`config.mk`:
```
export PLATFORM = sky130hd
export DESIGN_NAME = mem_arbiter
export DESIGN_NICKNAME = d
export VERILOG_FILES = /design/src/rtl/mem_arbiter_pkg.sv /design/src/rtl/fill_sequencer.sv /design/src/rtl/mem_arbiter.sv
export SDC_FILE = /design/constraint.sdc
export NUM_CORES = 1
export LEC_CHECK = 0
export ABC_AREA = 1
export CAP_MARGIN = 10
export CORE_MARGIN = 2
export CORE_UTILIZATION = 33
export CTS_CLUSTER_DIAMETER = 40
export DETAILED_ROUTE_END_ITERATION = 8
export GPL_ROUTABILITY_DRIVEN = 0
export PLACE_DENSITY = 0.81
export SLEW_MARGIN = 40
export SYNTH_ARGS = -nofsm -noshare
export SYNTH_HDL_FRONTEND = slang
export SYNTH_SLANG_ARGS = --single-unit
```
`constraint.sdc`:
```
create_clock -name clk -period 1.49 [get_ports clk]
set_input_delay 0.447 -clock clk [delete_from_list [all_inputs] [get_ports clk]]
set_output_delay 0.447 -clock clk [all_outputs]
set_load 0.02 [all_outputs]
```
`src/rtl/mem_arbiter_pkg.sv`:
```
// mem_arbiter_pkg: shared types and constants for the main-memory arbiter.
//   arb_state_e       - arbiter FSM state encoding
//   DEF_BLOCK_WORDS   - default 16-bit words per cache block
//   DEF_MEM_LATENCY   - default read latency of the pipelined memory
//   BLOCK_OFFSET_BITS - byte-offset bits inside one block
//   block_base()      - block-aligned base address of a byte address
package mem_arbiter_pkg;

  localparam int unsigned DEF_BLOCK_WORDS   = 8;
  localparam int unsigned DEF_MEM_LATENCY   = 4;
  localparam int unsigned BLOCK_OFFSET_BITS = 4;

  typedef enum logic [2:0] {
    ST_IDLE   = 3'd0,
    ST_WRITE  = 3'd1,
    ST_FILL_D = 3'd2,
    ST_FILL_I = 3'd3,
    ST_DONE   = 3'd4
  } arb_state_e;

  function automatic logic [15:0] block_base(input logic [15:0] addr);
    return addr & ~16'((1 << BLOCK_OFFSET_BITS) - 1);
  endfunction

endpackage

```
`src/rtl/fill_sequencer.sv`:
```
// fill_sequencer: address generation and return tracking for one block fill.
//   clk, rst   - clock, synchronous active-high reset
//   start      - pulse in the IDLE cycle a fill is accepted; latches req_addr
//   req_addr   - miss address (any byte inside the block)
//   active     - high while the arbiter is in a fill state
//   mem_valid  - read data valid from memory
//   issue      - a read should be issued this cycle at fill_addr
//   fill_addr  - base + 2*issue_cnt
//   rcv_strobe - mem_valid accepted as a word of this fill
//   word_idx   - index of the word carried by the accepted return
//   last_word  - accepted return is the final word of the block
module fill_sequencer
  import mem_arbiter_pkg::*;
#(
  parameter int unsigned BLOCK_WORDS = DEF_BLOCK_WORDS,
  parameter int unsigned MEM_LATENCY = DEF_MEM_LATENCY,
  localparam int unsigned CW = $clog2(BLOCK_WORDS)
) (
  input  logic          clk,
  input  logic          rst,
  input  logic          start,
  input  logic [15:0]   req_addr,
  input  logic          active,
  input  logic          mem_valid,
  output logic          issue,
  output logic [15:0]   fill_addr,
  output logic          rcv_strobe,
  output logic [CW-1:0] word_idx,
  output logic          last_word
);

  localparam int unsigned CNTW      = CW + 1;
  localparam int unsigned BLANK_INT = (MEM_LATENCY < BLOCK_WORDS) ? MEM_LATENCY : BLOCK_WORDS;
  localparam logic [CW:0]   ISSUE_END = CNTW'(BLOCK_WORDS);
  localparam logic [CW:0]   BLANK     = CNTW'(BLANK_INT);
  localparam logic [CW-1:0] LAST_IDX  = CW'(BLOCK_WORDS - 1);

  logic [15:0]   base_q;
  logic [CW:0]   issue_cnt_q;  // saturates at BLOCK_WORDS; doubles as fill-cycle age
  logic [CW-1:0] rcv_cnt_q;

  always_ff @(posedge clk) begin
    if (rst) begin
      base_q      <= '0;
      issue_cnt_q <= '0;
      rcv_cnt_q   <= '0;
    end else if (start) begin
      base_q      <= block_base(req_addr);
      issue_cnt_q <= '0;
      rcv_cnt_q   <= '0;
    end else if (active) begin
      if (issue)      issue_cnt_q <= issue_cnt_q + 1'b1;
      if (rcv_strobe) rcv_cnt_q   <= rcv_cnt_q + 1'b1;
    end
  end

  assign issue     = active && (issue_cnt_q < ISSUE_END);
  assign fill_addr = base_q + 16'({issue_cnt_q[CW-1:0], 1'b0});

  // No read of this fill can return in its first MEM_LATENCY cycles, so
  // returns there belong to reads orphaned by a reset and are dropped.
  assign rcv_strobe = active && mem_valid && (issue_cnt_q >= BLANK);
  assign word_idx   = rcv_cnt_q;
  assign last_word  = rcv_strobe && (rcv_cnt_q == LAST_IDX);

endmodule

```
`src/rtl/mem_arbiter.sv`:
```
// mem_arbiter: sequences I-cache fills, D-cache fills and D-cache
// write-through stores onto one pipelined main memory, one at a time.
//   clk, rst                - clock, synchronous active-high reset
//   i_miss, i_addr          - I-cache miss request and fetch address
//   d_miss, d_wr            - D-cache miss request, store in MEM stage
//   d_addr, d_wdata         - data address and store data
//   mem_en/mem_wr/mem_addr/mem_wdata - memory command port
//   mem_data, mem_valid     - memory read return
//   fill_data, word_num     - word and index written into the cache
//   i_write_data/i_write_tag, d_write_data/d_write_tag - cache array strobes
//   i_stall, d_stall        - hold IF / hold whole pipeline
//   busy                    - arbiter not idle
//   dbg_state               - current FSM state
//
// Request protocol: i_miss, d_miss and d_wr are level requests held by the
// requester until served. A fill is accepted in the IDLE cycle it wins
// priority and is complete when its tag strobe fires; a store is accepted in
// the IDLE cycle it wins and completes in the following WRITE cycle. The
// matching stall line is the "not ready" indication back to the pipeline.
module mem_arbiter
  import mem_arbiter_pkg::*;
#(
  parameter int unsigned MEM_LATENCY = DEF_MEM_LATENCY,
  parameter int unsigned BLOCK_WORDS = DEF_BLOCK_WORDS
) (
  input  logic        clk,
  input  logic        rst,
  input  logic        i_miss,
  input  logic [15:0] i_addr,
  input  logic        d_miss,
  input  logic        d_wr,
  input  logic [15:0] d_addr,
  input  logic [15:0] d_wdata,
  output logic        mem_en,
  output logic        mem_wr,
  output logic [15:0] mem_addr,
  output logic [15:0] mem_wdata,
  input  logic [15:0] mem_data,
  input  logic        mem_valid,
  output logic [15:0] fill_data,
  output logic [2:0]  word_num,
  output logic        i_write_data,
  output logic        i_write_tag,
  output logic        d_write_data,
  output logic        d_write_tag,
  output logic        i_stall,
  output logic        d_stall,
  output logic        busy,
  output arb_state_e  dbg_state
);

  arb_state_e  state_q, state_d;
  logic        owner_d_q;  // 1: D-cache owns the current fill
  logic        start;
  logic        fill_active;
  logic        issue;
  logic [15:0] fill_addr;
  logic        rcv_strobe;
  logic [2:0]  word_idx;
  logic        last_word;

  assign start       = (state_q == ST_IDLE) && (d_miss || (!d_wr && i_miss));
  assign fill_active = (state_q == ST_FILL_D) || (state_q == ST_FILL_I);

  fill_sequencer #(
    .BLOCK_WORDS (BLOCK_WORDS),
    .MEM_LATENCY (MEM_LATENCY)
  ) u_seq (
    .clk        (clk),
    .rst        (rst),
    .start      (start),
    .req_addr   (d_miss ? d_addr : i_addr),
    .active     (fill_active),
    .mem_valid  (mem_valid),
    .issue      (issue),
    .fill_addr  (fill_addr),
    .rcv_strobe (rcv_strobe),
    .word_idx   (word_idx),
    .last_word  (last_word)
  );

  // State register
  always_ff @(posedge clk) begin
    if (rst) begin
      state_q   <= ST_IDLE;
      owner_d_q <= 1'b0;
    end else begin
      state_q <= state_d;
      if (start) owner_d_q <= d_miss;
    end
  end

  // Next state: D fill beats store beats I fill; no preemption once started.
  always_comb begin
    state_d = state_q;
    case (state_q)
      ST_IDLE: begin
        if (d_miss)      state_d = ST_FILL_D;
        else if (d_wr)   state_d = ST_WRITE;
        else if (i_miss) state_d = ST_FILL_I;
      end
      ST_WRITE:             state_d = ST_IDLE;
      ST_FILL_D, ST_FILL_I: if (last_word) state_d = ST_DONE;
      ST_DONE:              state_d = ST_IDLE;
      default:              state_d = ST_IDLE;
    endcase
  end

  // Output decode
  always_comb begin
    mem_en       = 1'b0;
    mem_wr       = 1'b0;
    mem_addr     = 16'h0000;
    word_num     = 3'd0;
    i_write_data = 1'b0;
    i_write_tag  = 1'b0;
    d_write_data = 1'b0;
    d_write_tag  = 1'b0;
    case (state_q)
      ST_WRITE: begin
        mem_en   = 1'b1;
        mem_wr   = 1'b1;
        mem_addr = d_addr & 16'hFFFE;
      end
      ST_FILL_D, ST_FILL_I: begin
        mem_en = issue;
        if (issue) mem_addr = fill_addr;
        if (rcv_strobe) word_num = word_idx;
        i_write_data = rcv_strobe && !owner_d_q;
        d_write_data = rcv_strobe &&  owner_d_q;
        i_write_tag  = last_word  && !owner_d_q;
        d_write_tag  = last_word  &&  owner_d_q;
      end
      default: ;
    endcase
  end

  assign mem_wdata = d_wdata;
  assign fill_data = mem_data;
  assign busy      = (state_q != ST_IDLE);
  assign dbg_state = state_q;

  assign d_stall = d_miss || ((state_q == ST_IDLE) && d_wr) || (state_q == ST_FILL_D);
  assign i_stall = i_miss || (state_q == ST_FILL_I);

endmodule

```
==> results of run 1 <==
[registers in the layout, indices dropped and copies added (netlist names)]
name / cells
dbg_state: 3
owner_d_q: 1
u_seq.issue_cnt_q: 4
u_seq.base_q: 12
u_seq.word_idx: 3
[cell families (layout without fill, tap and decap cells)]
family | count (synthesis) | in the layout
other | 1 | 1
adders and majority gates | 3 | 3
AOI/OAI and AO/OA | 41 | 41
and+or+nand+nor | 104 | 104
DFF | 23 | 23
buffers and inverters | 61 | 129
[final timing paths]
| kind | startpoint | end | slack [ns] |
|---|---|---|---|
| max | dbg_state[2]$_SDFFE_PP0P_ | mem_addr[8] | -0.26 |
| min | u_seq.base_q[12]$_SDFFE_PP0P_ | u_seq.base_q[12]$_SDFFE_PP0P_ | 0.47 |
| max reg2reg | dbg_state[2]$_SDFFE_PP0P_ | u_seq.base_q[11]$_SDFFE_PP0P_ | 0.02 |
| min reg2reg | u_seq.base_q[12]$_SDFFE_PP0P_ | u_seq.base_q[12]$_SDFFE_PP0P_ | 0.47 |
[cell type report]
type                       instances  area, sq um
fill                             451         2068
clock inverter                     1        5.005
multi-input combinational        149        962.2
inverter                          20        87.58
tap                               67        83.83
timing repair buffer             105         1037
clock buffer                       3        41.29
sequential                        23        469.2
[worst reg2reg max path, cell delays in order (launching register included)]
cell and delay, ns:
dfxtp_2 0.34, inv_4 0.07, buf_4 0.12, nand2_4 0.06
nor2_4 0.13, buf_6 0.11, buf_8 0.10, nand2_8 0.06
bufbuf_16 0.28, nand2_1 0.05, a21oi_1 0.05
[per-stage QoR]
step,total power [uW],worst slack (ns)
after floorplan,1263,-0.01863
after global placement,1520,-0.9652
after detailed placement,1534,-1.030
after CTS,2039,-0.2653
after global routing,2191,-0.3322
final,2076,-0.2622
[power breakdown]
part / switching [uW] / leakage (uW) / internal, uW
Sequential: 32.9 / 0.000190 / 662
Clock: 214 / 0.0000255 / 187
Combinational: 470 / 0.00101 / 510
[cell usage after synthesis]
library cell,count
a21oi_1,17
clkbuf_1,1
nand2_2,4
nor3_1,2
nor2_1,14
o31ai_1,1
nand3_2,1
a211oi_1,1
nand2_4,3
conb_1,1
a22o_1,12
buf_2,3
buf_6,4
nor2_4,2
a21oi_2,2
nand4_1,1
inv_1,14
o21ai_0,6
o21ai_4,1
ha_1,3
nor3_2,1
inv_2,6
dfxtp_1,23
o21bai_1,1
nand3_1,15
buf_4,33
nand2_1,61
[metal layers]
metal  up-vias  track usage [%]
li1        858                -
met1       775            20.20
met2        60            31.66
met3         6            3.794
met4         0            4.365
met5         -                0
[layout by cell type, fill, tap and decap left out, types with 6 or more instances in the layout]
cell type	count
a21oi_1	16
a22o_1	6
a22o_4	6
buf_4	34
buf_6	30
clkdlybuf4s50_1	28
dfxtp_1	18
inv_1	10
inv_2	6
nand2_1	56
nand3_1	14
nor2_1	9
[repair_timing]
| item | CTS | global route |
|---|---|---|
| cloned | 2 | 0 |
| gates resized for setup | 191 | 28 |
| pin swaps | 8 | 3 |
| endpoints found under the setup margin | 42 | 31 |
| setup buffers | 5 | 1 |
| hold buffers | 0 | 0 |
==> metrics, run 1 <==
Critical Path Start Type flop; fmax around 0.57 GHz; Die Area between 5000 and 6000 sq um; Pre-antenna DRT Iters 5; worst hold path class reg -> reg; Synth Area per Inst about 7 sq um; crit path buf inv count 4; Seq/Total Area, Yosys between 20% and 30%; Critical Path RT between 1 and 1.5 ns; Synth Area in XOR/XNOR 0%; run status complete, but fails checks; clk sinks 23; syn nets roughly 300; setup slack after layout -0.2622 ns; clock tree from TritonCTS done; DR WL met3 approximately 300 microns; final core occ roughly 56%; fin cells 368; first-pass GRT wire length 7348 microns; family with the most delay on the worst path buffers and inverters; WHS Path Cells 2; I/O Buffers 62; CP cell instances inv_4, nand3_2, inv_2, buf_12, a22o_4, buf_6; DR iter-0 viols 63; Starting Density about a third; Worst-Skew Late Latency between 0.2 and 0.3 ns; Final period util 117.6%; Syn. warnings 0; worst hold slack around 0.47 ns; total CTS buffers 3; P per Cell Area 772.8 nW/um^2; vias in the first global route roughly 1600; Seq cells post-synth 23; largest family of logic cells by synthesized area simple AND/OR/NAND/NOR gates; CTS max path bufs 2; Post-Route WL between 4000 and 5000 microns; largest area contributor in the netlist dfxtp_1; Crit. End Element output pin; Worst EP arrival 1.31 ns; nets ~380; fin. max-slew vios 0; Core Region 4755 sq um; io pins 133; htree depth 1; row cnt 25; metal2 WL approximately 2500 microns; Final Hold Fails 0; largest net degree at the start of global routing 15; setup TNS -5.235 ns; root buffer cell clkbuf_8; Antenna Cells 0; CP max-delay cell dfxtp_2; uppermost routed layer met4; Area Overhead vs Synth 63.89%; Die Width between 70 and 80 microns; DR vias/cell about 4.6; skew final between 0.003 and 0.004 ns; DP Area 2417 sq um; Synth Area in Simple Gates 28.93%; Metal-1 WL around 2000 microns; WP depth 6; max cap viols 0; RSZ-0062 raised after global routing true; worst r2r path cells 10; via count around 1700; Compound-Gate Fraction of Synth Area roughly 17%; Leak Pwr approximately 0.0012 uW; post-synth cell types 27; initial antenna violation count 0; Max IR drop VDD between 0.3 and 0.4 mV; Worst Path Max Fanout 10; post-synthesis adder-cell area fraction between 2 and 2.5%; DP Cell Count around 360; final instance area roughly 2700 sq um; clock slew at reported path FFs 0.09 ns; All-Layer GR Usage between 15 and 20%; DRC Markers 0; post-synthesis cell area ~1600 sq um; # setup viols final 27; Yosys top cell area share around 28%; CP peak stage delay about 0.36 ns; min Tclk post-route 1.752 ns; Avg WL per Cell between 10 and 15 microns; share of layout cells above drive strength 1 between 40% and 50%; die height ~74 microns; violated checks negative setup slack; WS Path Type reg -> out; DRT antenna net count 0; DP Wirelength 3365 microns; GRT overflow 0; main area contributors after synthesis dfxtp_1, buf_4, nand2_1, a22o_1, a21oi_1; proportion of synthesized area in mux cells 0%; Post-Syn Instances 233
(Power assumes the default switching activity.)
==> run 2, diff against run 1 <==
--- a/config.mk
+++ b/config.mk
@@ -7,13 +7,15 @@
 export LEC_CHECK = 0
 export ABC_AREA = 1
 export CAP_MARGIN = 10
-export CORE_MARGIN = 2
-export CORE_UTILIZATION = 33
+export CORE_MARGIN = 5
+export CORE_UTILIZATION = 35
 export CTS_CLUSTER_DIAMETER = 40
 export DETAILED_ROUTE_END_ITERATION = 8
 export GPL_ROUTABILITY_DRIVEN = 0
-export PLACE_DENSITY = 0.81
+export PLACE_DENSITY = 0.82
+export RECOVER_POWER = 25
 export SLEW_MARGIN = 40
 export SYNTH_ARGS = -nofsm -noshare
 export SYNTH_HDL_FRONTEND = slang
+export SYNTH_HIERARCHICAL = 1
 export SYNTH_SLANG_ARGS = --single-unit
==> run 2 against run 1 <==
Compared with the run above:
- the run still ends with negative setup slack left
- critical path depth increased by 3
- via count grew 14%
- total power decreased by 9.4%
- first-iteration DRC count up 52%
- setup slack got worse by 0.23 ns
- maximum frequency down 11%
- highest routed layer unchanged
- largest cell class is now multi-input gates
- synthesized cell count up 20%
- global-route usage fell by 1.2 points
==> metrics, run 2 <==
run status complete, but fails checks; violated checks negative setup slack; Final Hold Fails 0 (unchanged); Avg WL per Cell 13.27 microns (+0.92%); switching share of power 34.67% (+0.15 points); DP Wirelength 3813 microns (+13%); setup slack after layout -0.4895 ns (-0.2273 ns); DRC Markers 0 (unchanged); hold wc startpoint u_seq/base_q[8]$_SDFFE_PP0P_; clock tree from TritonCTS done; Post-Route WL 5482 microns (+13%); Filler Cells Inserted 422 (-6.4%); fin. max-slew vios 0 (unchanged); max cap viols 0 (unchanged); DP Cell Count 401 (+12%); max reg flops 12 (unchanged); Comb power frac 41.4% (-5.8 points); Post-Syn Instances 279 (+20%); GRT overflow 0 (unchanged); hold endpoint u_seq/base_q[8]$_SDFFE_PP0P_; Antenna Cells 0 (unchanged); Final period util 132.8% (+15 points); leading cell type in the layout, fill and taps excluded nand2_1; nets 420 (+12%); worst hold path class reg -> reg; Area Overhead vs Synth 63.03%; P_int 1229 uW (-9.6%); I/O Buffers 62 (unchanged); Crit. End Element output pin; top flop regs u_seq/base_q x12, u_seq/issue_cnt_q x4; CTS max path bufs 2 (unchanged); worst r2r dst u_seq/base_q[12]$_SDFFE_PP0P_; CP cell instances inv_6, nand2_8, clkinv_8, inv_6, nor2_4, buf_6, nand3_4, o21ai_2, buf_6; initial antenna violation count 0 (unchanged); min Tclk post-route 1.979 ns (+0.2273 ns); io pins 133 (unchanged); sequential power share 37.5% (+4.0 points); dpl ws -1.022 ns (+0.008120 ns); worst r2r path cells 10 (unchanged); fmax 0.5052 GHz (-11%); total CTS buffers 3 (unchanged); root buffer cell clkbuf_8; Synth Area per Inst 6.283 sq um (-11%); via count 1930 (+14%); Worst EP arrival 1.53 ns (+0.22 ns); clock slew at reported path FFs 0.08 ns (about the same); Starting Density 36.63% (+2.2 points); Critical Path RT 1.04 ns (about the same); WS Path Type reg -> out; post-synthesis cell area 1753 sq um (+6.9%); most frequent cells in the layout nand2_1, buf_4, nor2_1; Reg2Reg Launch Point dbg_state[1]$_SDFFE_PP0P_; Die Width 80.77 microns (+8.5%); share of layout cells above drive strength 1 43.64% (+0.45 points); die height 80.77 microns (+8.5%); Max IR drop VDD 0.3699 mV (+1.4%); final instance area 2858 sq um (+6.4%); htree depth 1 (unchanged); P_sw 652.1 uW (-9.0%); DR iter-0 viols 96 (+52%); CP peak stage delay 0.37 ns (about the same); skew final 0.004697 ns (+0.0009895 ns); Die Area 6524 sq um (+18%); CP max-delay cell dfxtp_4; Core Region 4786 sq um (+0.66%); All-Layer GR Usage 16.05% (-1.2 points); fin cells 413 (+12%); Worst Path Max Fanout 7 (-3); first-pass GRT wire length 8383 microns (+14%); DR vias/cell 4.673 (+1.2%); Pre-antenna DRT Iters 4 (-1); clk sinks 23 (unchanged); row cnt 25 (unchanged); vias in the first global route 1922 (+19%); DP Area 2551 sq um (+5.5%); # setup viols final 27 (unchanged); DRT antenna net count 0 (unchanged); WHS Path Cells 2 (unchanged); largest net degree at the start of global routing 19 (+4); Critical Path Start Type flop; R2R Setup Slk 0.06 ns (+0.04 ns); Syn. warnings 6 (+6); Leak Pwr 0.001350 uW (+9.9%); RSZ-0062 raised after global routing true; Worst-Skew Late Latency 0.27 ns (about the same); P per Cell Area 658.2 nW/um^2 (-15%); Clk pwr share 21.1% (+1.8 points); Largest Register u_seq/base_q; syn nets 352 (+15%)
-- run 2: cell types whose count changed in the layout (fill, tap and decap cells not counted), moves of 6 or more --
cell,change
o21ai_1,+10
inv_1,+6
a22o_4,-6
a21oi_1,-14
nor2_2,+6
a22o_1,-6
nor2_1,+26
nand2_2,+13
-- run 2: worst max-delay path by stage --
stage                                          from            to  slack, ns  cells after the start
after floorplan           dbg_state[2]$_SDFFE_PP0P_  mem_addr[11]      -0.29                     10
after global placement                    mem_valid   i_write_tag       -1.0                      6
after detailed placement                  mem_valid   d_write_tag      -1.02                      6
after CTS                 dbg_state[2]$_SDFFE_PP0P_   d_write_tag      -0.43                      8
after global routing      dbg_state[2]$_SDFFE_PP0P_   mem_addr[4]      -0.56                      9
final                     dbg_state[2]$_SDFFE_PP0P_   mem_addr[4]      -0.49                      9
-- run 2: per-layer routing --
metal	track usage (%)	wire, microns	vias to the layer above
met4	5.068	84	0
met1	18.35	1967	859
met5	0	0	-
met3	2.661	445	13
li1	-	-	966
met2	30.22	2985	92
-- run 2: cell type report --
class	count	area [sq um]	area share, %
Sequential cell	23	471.7	16.51
Inverter	25	128.9	4.510
Multi-Input combinational cell	185	1096	38.35
Clock buffer	4	45.04	1.576
Tap cell	67	83.83	2.933
Timing Repair inverter	1	11.26	0.3940
Timing Repair Buffer	108	1021	35.73
-- run 2: power by group through the flow --
| stage | clock network [uW] | registers (uW) | logic [uW] |
|---|---|---|---|
| 2_1_floorplan | 0 | 721 | 495 |
| 4_1_cts | 404 | 699 | 706 |
| 3_3_place_gp | 0 | 708 | 668 |
| 6_report | 396 | 706 | 779 |
| 3_5_place_dp | 0 | 711 | 683 |
| 5_1_grt | 423 | 710 | 847 |
-- run 2: critical path, delay by kind of cell (launching register included) --
kind	cells	cell delay, ns
buffers and inverters	5	0.48
AO/OA/AOI/OAI	1	0.08
flip-flops	1	0.37
AND/OR/NAND/NOR	3	0.33
-- run 2: repair_timing --
item                                   4_1_cts  5_1_grt
gates resized for setup                    180       47
setup buffers                                2        6
gates cloned                                 1        1
hold buffers                                 0        0
setup endpoints to repair                   50       44
endpoints found under the hold margin        0        0
pin swaps                                   15       16
-- run 2: stage by stage --
stage	utilization, %	setup TNS (ns)	total power [uW]	hold WS, ns
final	59.71	-10.43	1881	0.4871
after global routing	59.71	-12.50	1980	0.5220
after CTS	55.63	-9.424	1809	0.4869
after detailed placement	53.31	-27.13	1394	0.4606
after global placement	53.31	-26.56	1375	0.4591
after floorplan	-	-5.458	1216	0.4417
